$ cat config.mk
export PLATFORM = sky130hd
export DESIGN_NAME = mc_main_ctrl
export DESIGN_NICKNAME = d
export VERILOG_FILES = /design/src/rtl/riscv_pkg.sv /design/src/rtl/mc_imm_src_dec.sv /design/src/rtl/mc_main_ctrl.sv
export SDC_FILE = /design/constraint.sdc
export NUM_CORES = 1
export LEC_CHECK = 0
export CAP_MARGIN = 20
export CORE_MARGIN = 5
export CORE_UTILIZATION = 43
export CTS_CLUSTER_SIZE = 28
export DETAILED_ROUTE_END_ITERATION = 6
export PLACE_DENSITY = 0.83
export SYNTH_ARGS = -nofsm -noshare
export SYNTH_HDL_FRONTEND = slang
export SYNTH_SLANG_ARGS = --single-unit
$ cat constraint.sdc
create_clock -name clk -period 3.3 [get_ports clk]
set_input_delay 0.66 -clock clk [delete_from_list [all_inputs] [get_ports clk]]
set_output_delay 0.66 -clock clk [all_outputs]
set_load 0.005 [all_outputs]
$ cat src/rtl/riscv_pkg.sv
// Shared encodings for the multicycle RV32I control path: FSM states, opcodes, select codes.
// Latency: n/a (types and constants only).
// Backpressure: n/a.
// Optional feature macro: MC_CTRL_ILLEGAL_TRAP_EN adds the TRAP state.
package riscv_pkg;

    typedef enum logic [3:0] {
        S_FETCH    = 4'd0,
        S_DECODE   = 4'd1,
        S_MEMADR   = 4'd2,
        S_MEMREAD  = 4'd3,
        S_MEMWB    = 4'd4,
        S_MEMWRITE = 4'd5,
        S_EXECR    = 4'd6,
        S_EXECI    = 4'd7,
        S_ALUWB    = 4'd8,
        S_BEQ      = 4'd9,
`ifdef MC_CTRL_ILLEGAL_TRAP_EN
        S_JAL      = 4'd10,
        S_TRAP     = 4'd11
`else
        S_JAL      = 4'd10
`endif
    } mc_state_t;

    // Major opcodes (instr[6:0])
    localparam logic [6:0] OP_LOAD   = 7'b0000011;
    localparam logic [6:0] OP_STORE  = 7'b0100011;
    localparam logic [6:0] OP_R      = 7'b0110011;
    localparam logic [6:0] OP_IMM    = 7'b0010011;
    localparam logic [6:0] OP_BRANCH = 7'b1100011;
    localparam logic [6:0] OP_JAL    = 7'b1101111;

    // Result bus select
    localparam logic [1:0] RES_ALUOUT = 2'b00;
    localparam logic [1:0] RES_RDATA  = 2'b01;
    localparam logic [1:0] RES_ALURES = 2'b10;

    // ALU operand A select
    localparam logic [1:0] SRCA_PC    = 2'b00;
    localparam logic [1:0] SRCA_OLDPC = 2'b01;
    localparam logic [1:0] SRCA_RS1   = 2'b10;

    // ALU operand B select
    localparam logic [1:0] SRCB_RS2  = 2'b00;
    localparam logic [1:0] SRCB_IMM  = 2'b01;
    localparam logic [1:0] SRCB_FOUR = 2'b10;

    // Immediate format select
    localparam logic [2:0] IMM_I = 3'b000;
    localparam logic [2:0] IMM_S = 3'b001;
    localparam logic [2:0] IMM_B = 3'b010;
    localparam logic [2:0] IMM_J = 3'b011;

    // ALU operation class handed to the ALU decoder
    localparam logic [1:0] ALU_ADD   = 2'b00;
    localparam logic [1:0] ALU_SUB   = 2'b01;
    localparam logic [1:0] ALU_FUNCT = 2'b10;

endpackage

$ cat src/rtl/mc_imm_src_dec.sv
// Opcode to immediate-format decoder, shared by the multicycle and pipelined controllers.
// Latency: purely combinational, zero cycles.
// Backpressure: none; follows opcode every cycle.
// Ports: opcode (in, 7) -> imm_src (out, 3).
module mc_imm_src_dec
    import riscv_pkg::*;
(
    input  logic [6:0] opcode,
    output logic [2:0] imm_src
);

    always_comb begin
        imm_src = IMM_I;
        case (opcode)
            OP_LOAD, OP_IMM: imm_src = IMM_I;
            OP_STORE:        imm_src = IMM_S;
            OP_BRANCH:       imm_src = IMM_B;
            OP_JAL:          imm_src = IMM_J;
            default:         imm_src = IMM_I;
        endcase
    end

endmodule

$ cat src/rtl/mc_main_ctrl.sv
// Main control FSM of the multicycle RV32I core: fetch/decode/execute/memory/writeback sequencing.
// Latency: lw 5, sw/R/I/jal 4, beq 3 cycles; outputs are decoded from the current state.
// Backpressure: mem_req held in FETCH/MEMREAD/MEMWRITE until mem_ready; each low cycle adds one cycle.
// Ports: clk, rst_n (async active-low); opcode, zero, mem_ready in; memory strobes, datapath
// selects, alu_op_type, imm_src out; illegal_instr out only when MC_CTRL_ILLEGAL_TRAP_EN is defined.
module mc_main_ctrl
    import riscv_pkg::*;
(
    input  logic       clk,
    input  logic       rst_n,
    input  logic [6:0] opcode,
    input  logic       zero,
    input  logic       mem_ready,
    output logic       mem_req,
    output logic       mem_write,
    output logic       adr_src,
    output logic       ir_write,
    output logic       pc_write,
    output logic       reg_write,
    output logic [1:0] result_src,
    output logic [1:0] alu_src_a,
    output logic [1:0] alu_src_b,
    output logic [1:0] alu_op_type,
    output logic [2:0] imm_src
`ifdef MC_CTRL_ILLEGAL_TRAP_EN
    ,
    output logic       illegal_instr
`endif
);

    mc_state_t  state_q;
    mc_state_t  state_nxt;
    logic [2:0] imm_src_dec;

    mc_imm_src_dec u_imm_src_dec (
        .opcode  (opcode),
        .imm_src (imm_src_dec)
    );

    always_ff @(posedge clk or negedge rst_n) begin
        if (!rst_n) begin
            state_q <= S_FETCH;
        end else begin
            state_q <= state_nxt;
        end
    end

    always_comb begin
        state_nxt   = state_q;
        mem_req     = 1'b0;
        mem_write   = 1'b0;
        adr_src     = 1'b0;
        ir_write    = 1'b0;
        pc_write    = 1'b0;
        reg_write   = 1'b0;
        result_src  = RES_ALUOUT;
        alu_src_a   = SRCA_PC;
        alu_src_b   = SRCB_RS2;
        alu_op_type = ALU_ADD;
        imm_src     = imm_src_dec;
`ifdef MC_CTRL_ILLEGAL_TRAP_EN
        illegal_instr = 1'b0;
`endif

        case (state_q)
            S_FETCH: begin
                // PC+4 is computed on the live ALU result so PC updates with the IR load.
                mem_req    = 1'b1;
                alu_src_b  = SRCB_FOUR;
                result_src = RES_ALURES;
                if (mem_ready) begin
                    ir_write  = 1'b1;
                    pc_write  = 1'b1;
                    state_nxt = S_DECODE;
                end
            end
            S_DECODE: begin
                // Speculatively form OldPC+imm so BEQ/JAL find their target in ALUOut.
                alu_src_a = SRCA_OLDPC;
                alu_src_b = SRCB_IMM;
                case (opcode)
                    OP_LOAD, OP_STORE: state_nxt = S_MEMADR;
                    OP_R:              state_nxt = S_EXECR;
                    OP_IMM:            state_nxt = S_EXECI;
                    OP_BRANCH:         state_nxt = S_BEQ;
                    OP_JAL:            state_nxt = S_JAL;
`ifdef MC_CTRL_ILLEGAL_TRAP_EN
                    default:           state_nxt = S_TRAP;
`else
                    default:           state_nxt = S_FETCH;
`endif
                endcase
            end
            S_MEMADR: begin
                alu_src_a = SRCA_RS1;
                alu_src_b = SRCB_IMM;
                // opcode[5] separates store (0100011) from load (0000011)
                state_nxt = opcode[5] ? S_MEMWRITE : S_MEMREAD;
            end
            S_MEMREAD: begin
                mem_req = 1'b1;
                adr_src = 1'b1;
                if (mem_ready) begin
                    state_nxt = S_MEMWB;
                end
            end
            S_MEMWB: begin
                result_src = RES_RDATA;
                reg_write  = 1'b1;
                state_nxt  = S_FETCH;
            end
            S_MEMWRITE: begin
                mem_req   = 1'b1;
                mem_write = 1'b1;
                adr_src   = 1'b1;
                if (mem_ready) begin
                    state_nxt = S_FETCH;
                end
            end
            S_EXECR: begin
                alu_src_a   = SRCA_RS1;
                alu_src_b   = SRCB_RS2;
                alu_op_type = ALU_FUNCT;
                state_nxt   = S_ALUWB;
            end
            S_EXECI: begin
                alu_src_a   = SRCA_RS1;
                alu_src_b   = SRCB_IMM;
                alu_op_type = ALU_FUNCT;
                state_nxt   = S_ALUWB;
            end
            S_ALUWB: begin
                result_src = RES_ALUOUT;
                reg_write  = 1'b1;
                state_nxt  = S_FETCH;
            end
            S_BEQ: begin
                // ALUOut still holds the target computed in DECODE; the ALU compares rs1/rs2.
                alu_src_a   = SRCA_RS1;
                alu_src_b   = SRCB_RS2;
                alu_op_type = ALU_SUB;
                result_src  = RES_ALUOUT;
                pc_write    = zero;
                state_nxt   = S_FETCH;
            end
            S_JAL: begin
                // PC <- target from ALUOut while the ALU forms the link value OldPC+4.
                alu_src_a   = SRCA_OLDPC;
                alu_src_b   = SRCB_FOUR;
                alu_op_type = ALU_ADD;
                result_src  = RES_ALUOUT;
                pc_write    = 1'b1;
                state_nxt   = S_ALUWB;
            end
`ifdef MC_CTRL_ILLEGAL_TRAP_EN
            S_TRAP: begin
                // Parked until reset; flag stays high for the whole stay.
                illegal_instr = 1'b1;
                state_nxt     = S_TRAP;
            end
`endif
            default: begin
                state_nxt = S_FETCH;
            end
        endcase

        // State is FETCH during reset, so its Moore outputs must be masked explicitly.
        if (!rst_n) begin
            mem_req     = 1'b0;
            mem_write   = 1'b0;
            adr_src     = 1'b0;
            ir_write    = 1'b0;
            pc_write    = 1'b0;
            reg_write   = 1'b0;
            result_src  = 2'b00;
            alu_src_a   = 2'b00;
            alu_src_b   = 2'b00;
            alu_op_type = 2'b00;
            imm_src     = 3'b000;
`ifdef MC_CTRL_ILLEGAL_TRAP_EN
            illegal_instr = 1'b0;
`endif
        end
    end

endmodule

======== After elaboration in Yosys (flattened, before gate mapping) ========
Index checks and enable logic that the tools add are counted.
word-level totals
  register bits after elaboration ......... 4
  output and inout port bits .............. 17
  word-level logic and storage cells ...... 61
cells by class
  equality and inequality tests ........... 19
  muxes and demuxes ....................... 29
  reductions and logical operators ........ 12
operators by type and width
  kind                                                  count
  one-hot mux 4 bit (6 select lines)                    1
  one-hot mux 4 bit (5 select lines)                    1
  equality test 4 x 3 -> 1 bit (second input constant)  4
  one-hot mux 2 bit (2 select lines)                    4
  equality test 7 x 6 -> 1 bit (second input constant)  2
  equality test 7 bit (second input constant)           2
  equality test 4 bit (second input constant)           3
  two-way mux 1 bit                                     12
  two-way mux 4 bit                                     3
  OR reduction 2 bit                                    6
  OR reduction 3 bit                                    3
  equality test 4 x 2 -> 1 bit (second input constant)  2
  two-way mux 2 bit                                     4
  equality test 7 x 2 -> 1 bit (second input constant)  1
  equality test 7 x 5 -> 1 bit (second input constant)  1
  two-way mux 3 bit                                     2
  != test 2 bit (second input constant)                 3
  one-hot mux 2 bit (3 select lines)                    1
  equality test 4 x 1 -> 1 bit (second input constant)  1
  zero test 4 bit                                       1
  OR reduction 4 bit                                    1
  one-hot mux 1 bit (3 select lines)                    1
  AND reduction 3 bit                                   1

======== Logic depth before layout (Yosys ltp) ========
  depth after elaboration ................. 4
  gate-level depth with buffers ........... 4

======== Cells and area by module ========
Synthesis repeated with hierarchy kept, for this count alone.
unflattened totals
  cells, all modules ...................... 88
  area, all modules ....................... 649.4 µm²
by module, submodules not included
  module          times used  cells each  area an instance (µm²)  sequential area each (µm²)
  mc_main_ctrl    1           80          594.3                   100.1
  mc_imm_src_dec  1           8           55.1                    0.0

======== Least setup slack after synthesis ========
No wires, ideal clock.
  path type ............................... input -> output
  from .................................... in opcode[4]
  to ...................................... out imm_src[0]
  arrival time ............................ 1.240 ns
  required time ........................... 2.640 ns
  slack ................................... 1.400 ns
  cell stages on the path ................. 3
  cells stage by stage .................... and3b_1 -> a21oi_1 -> nor4b_2
between the ends
  cells in the longest elaborated chain, start to end .. 3
RTL lines
  element                                                                     RTL line              RTL
  start, declared                                                             mc_main_ctrl.sv:11    input logic [6:0] opcode,
  equality test 7 bit / equality test 7 x 6 -> 1 bit (equally long branches)  mc_imm_src_dec.sv:14  case (opcode)
  one-hot mux 2 bit (3 select lines) *                                        mc_imm_src_dec.sv:14
  two-way mux 3 bit *                                                         mc_main_ctrl.sv:168   if (!rst_n) begin
  end, declared                                                               mc_main_ctrl.sv:24    output logic [2:0] imm_src
Mark *: on every way between the ends. The rest lies on a longest branch, timed or not.

======== Worst setup path after layout ========
  from .................................... in opcode[5]
  to ...................................... out imm_src[0]
Same word-level chain as after synthesis.

==> results.sh <==
export IMPL_multiInputGateArea_um2=457
export IMPL_ir_drop_uv=184
export IMPL_min_delay_path_depth=1
export IMPL_gp_congestion=0.772
export IMPL_largest_register_ffs=4
export IMPL_num_vias=660
export IMPL_grt_max_degree=16
export IMPL_cp_required_ns=2.64
export IMPL_mappedNetlistArea_um2=613
export IMPL_met3_usage_pct=6.02
export IMPL_end_kind="primary output"
export IMPL_drc=0
export IMPL_synth_fp_nets=87
export IMPL_drt_iter0_drc=9
export IMPL_placementRows=13
export IMPL_worstSetupPathType="in -> out"
export IMPL_drv_cap=0
export IMPL_grt_pass1_wl_um=2570
export IMPL_critical_path_max_fanout=5
export IMPL_dr_pass1_iters=2
export IMPL_ant_nets=0
export IMPL_hp_class="reg -> reg"
export IMPL_clock_sinks=4
export IMPL_crit_arrival_ns=2.35
export IMPL_p_leak_nw=0.330
export IMPL_ys_seq_area_share_pct=16.3
export IMPL_grt_met1_usage_pct=16.4
export IMPL_design_core_area_um2=1320
export IMPL_power_density_nw_per_um2=230
export IMPL_clock_latency_ns=0.24
export IMPL_startpoint_type="primary input"
export IMPL_yosysWarnings=0
export IMPL_die_w_um=47.8
export IMPL_fin_crit_sh_pct=91.3
export IMPL_crit_start="opcode[5]"
export IMPL_clk_path_buf_depth=2
export IMPL_ctsResizeCount=0
export IMPL_portBuffers=26
export IMPL_hpwl_um=1200
export IMPL_min_from="state_q[3]"
export IMPL_worst_slew_pin_slew_ns=0.563
export IMPL_antenna_cells=0
export IMPL_status="complete, no violations"
export IMPL_n_fill_cell=116
export IMPL_die_area_um2=2280
export IMPL_cts_tree="built"
export IMPL_layout_min_cycle_time_ns=3.01
export IMPL_preCtsSetupSlack_ns=0.315
export IMPL_ff2ff_path_depth=3
export IMPL_area_growth_pct=43.1
export IMPL_ys_flop_type="dfrtp_1"
export IMPL_post_cts_buffers=0
export IMPL_wire_per_inst_um=13.5
export IMPL_post_route_util_pct=66.6
export IMPL_layout_nets=114
export IMPL_skew_ns=0.00334
export IMPL_slew_headroom_pct=62.5
export IMPL_clkTransAtPathRegs_ns=0.04
export IMPL_layout_drive_gt1_share_pct=15.8
export IMPL_start_util_pct=46.5
export IMPL_ctsRootBufferMaster="clkbuf_4"
export IMPL_cts_inserted_buffers=3
export IMPL_die_y_um=47.8
export IMPL_seq_area_um2=100
export IMPL_synth_edff_count=0
export IMPL_cts_max_level=1
export IMPL_grt_pass1_vias=630
export IMPL_syn_instance_count=76
export IMPL_drv_slew=0
export IMPL_grt_use_met2_pct=27.4
export IMPL_cts_hold_buffers=0
export IMPL_grt_antenna_before_repair=0
export IMPL_report_final_setup_viol=0
export IMPL_fin_ws_ns=0.288
export IMPL_synth_cell_types=39
export IMPL_fmax_ghz=0.332
export IMPL_fin_setup_tns_ns=0
export IMPL_timing_rr_start="state_q[1]"
export IMPL_ys_ff_latch=4
export IMPL_postSynthAreaPerCell_um2=8.07
export IMPL_rsz0062_at_grt="no"
export IMPL_regMostFlops="state_q"
export IMPL_r2r_setup_slack_ns=1.89
export IMPL_viasPerCell=5.69
export IMPL_ioPinCount=28
export IMPL_grt_busiest_layer="met2"
export IMPL_finalHoldViolations=0
export IMPL_reg_top3="state_q x4"
export IMPL_min_to="state_q[2]"
export IMPL_rr_endpoint="state_q[0]"
export IMPL_gr_total_overflow=0
export IMPL_track_usage_pct=16.1
export IMPL_drt_wl_total_um=1560
export IMPL_synthArstFlopShare_pct=100
power breakdown:
part | internal (W) | total (W) | switching, W
Sequential | 0.0000513 | 0.0000616 | 0.0000103
Combinational | 0.0000463 | 0.0000779 | 0.0000317
Clock | 0.0000408 | 0.0000623 | 0.0000215
Total | 0.000138 | 0.000202 | 0.0000635
per-layer routing:
metal | part of all wire, % | up-vias
met2 | 48 | 24
met5 | 0 | -
met3 | 8.8 | 4
met4 | 1.8 | 0
li1 | - | 326
met1 | 42 | 306
logic make-up after synthesis:
family / Yosys count / share of synthesized area [%]
other: 1 / 0.612
muxes: 3 / 5.10
DFF: 4 / 16.3
xor gates and xnor gates: 2 / 4.08
and+or+nand+nor: 43 / 47.6
buffers and inverters: 8 / 9.18
AOI/OAI and AO/OA: 15 / 17.1
worst max-delay path, stage by stage:
cell             delay [ns]
clkdlybuf4s50_1        0.54
and3b_1                0.21
a21oi_1                0.11
nor4b_2                0.28
clkdlybuf4s50_1        0.55
per-stage QoR:
stage	total power (W)	instance area [um^2]	hold slack (ns)	std cells
2_1_floorplan	0.000104	613	0.364	76
4_1_cts	0.000204	877	0.781	116
3_3_place_gp	0.000139	855	0.761	113
6_report	0.000202	877	0.796	116
5_1_grt	0.000217	877	0.862	116
3_5_place_dp	0.000140	855	0.765	113
synth_stat cells (2+ instances only):
| cell type | n | area (um^2) |
|---|---|---|
| nor2_1 | 9 | 33.8 |
| a21oi_1 | 5 | 25.0 |
| dfrtp_1 | 4 | 100 |
| nor3_1 | 4 | 20.0 |
| and2_1 | 3 | 18.8 |
| buf_4 | 3 | 22.5 |
| nand2b_1 | 3 | 18.8 |
| nand3_1 | 3 | 15.0 |
| and3_1 | 2 | 12.5 |
| and4_1 | 2 | 17.5 |
| buf_6 | 2 | 22.5 |
| inv_1 | 2 | 7.51 |
| mux2i_1 | 2 | 20.0 |
| nand2_1 | 2 | 7.51 |
| nor2b_1 | 2 | 12.5 |
| nor3b_1 | 2 | 15.0 |
| o21a_1 | 2 | 15.0 |
| o21ai_0 | 2 | 10.0 |
| o22ai_1 | 2 | 12.5 |
cell type report:
cell class                 count  share of cell area, %
sequential                     4                   11.4
inverter                       3                   1.28
timing repair buffer          27                   30.5
clock buffer                   3                   2.57
tap                           15                   2.14
multi-input combinational     64                   52.1
layout by cell type (no fill, tap or decap), types with 3 or more instances in the layout:
cell / n
nor3_1: 4
nand3_1: 3
dfrtp_1: 4
and2_1: 3
clkdlybuf4s50_1: 26
a21oi_1: 5
clkbuf_4: 3
nor2_1: 9
nand2b_1: 3
how the worst max path moves through the flow:
stage                     slack, ns          to  depth (start not counted)
after floorplan                1.40  imm_src[0]                          3
after global placement         0.37  imm_src[0]                          5
after detailed placement       0.31  imm_src[0]                          5
after CTS                      0.30  imm_src[0]                          5
after global routing           0.15  imm_src[0]                          5
final                          0.29  imm_src[0]                          5
Power figures use the tool's default switching activity.
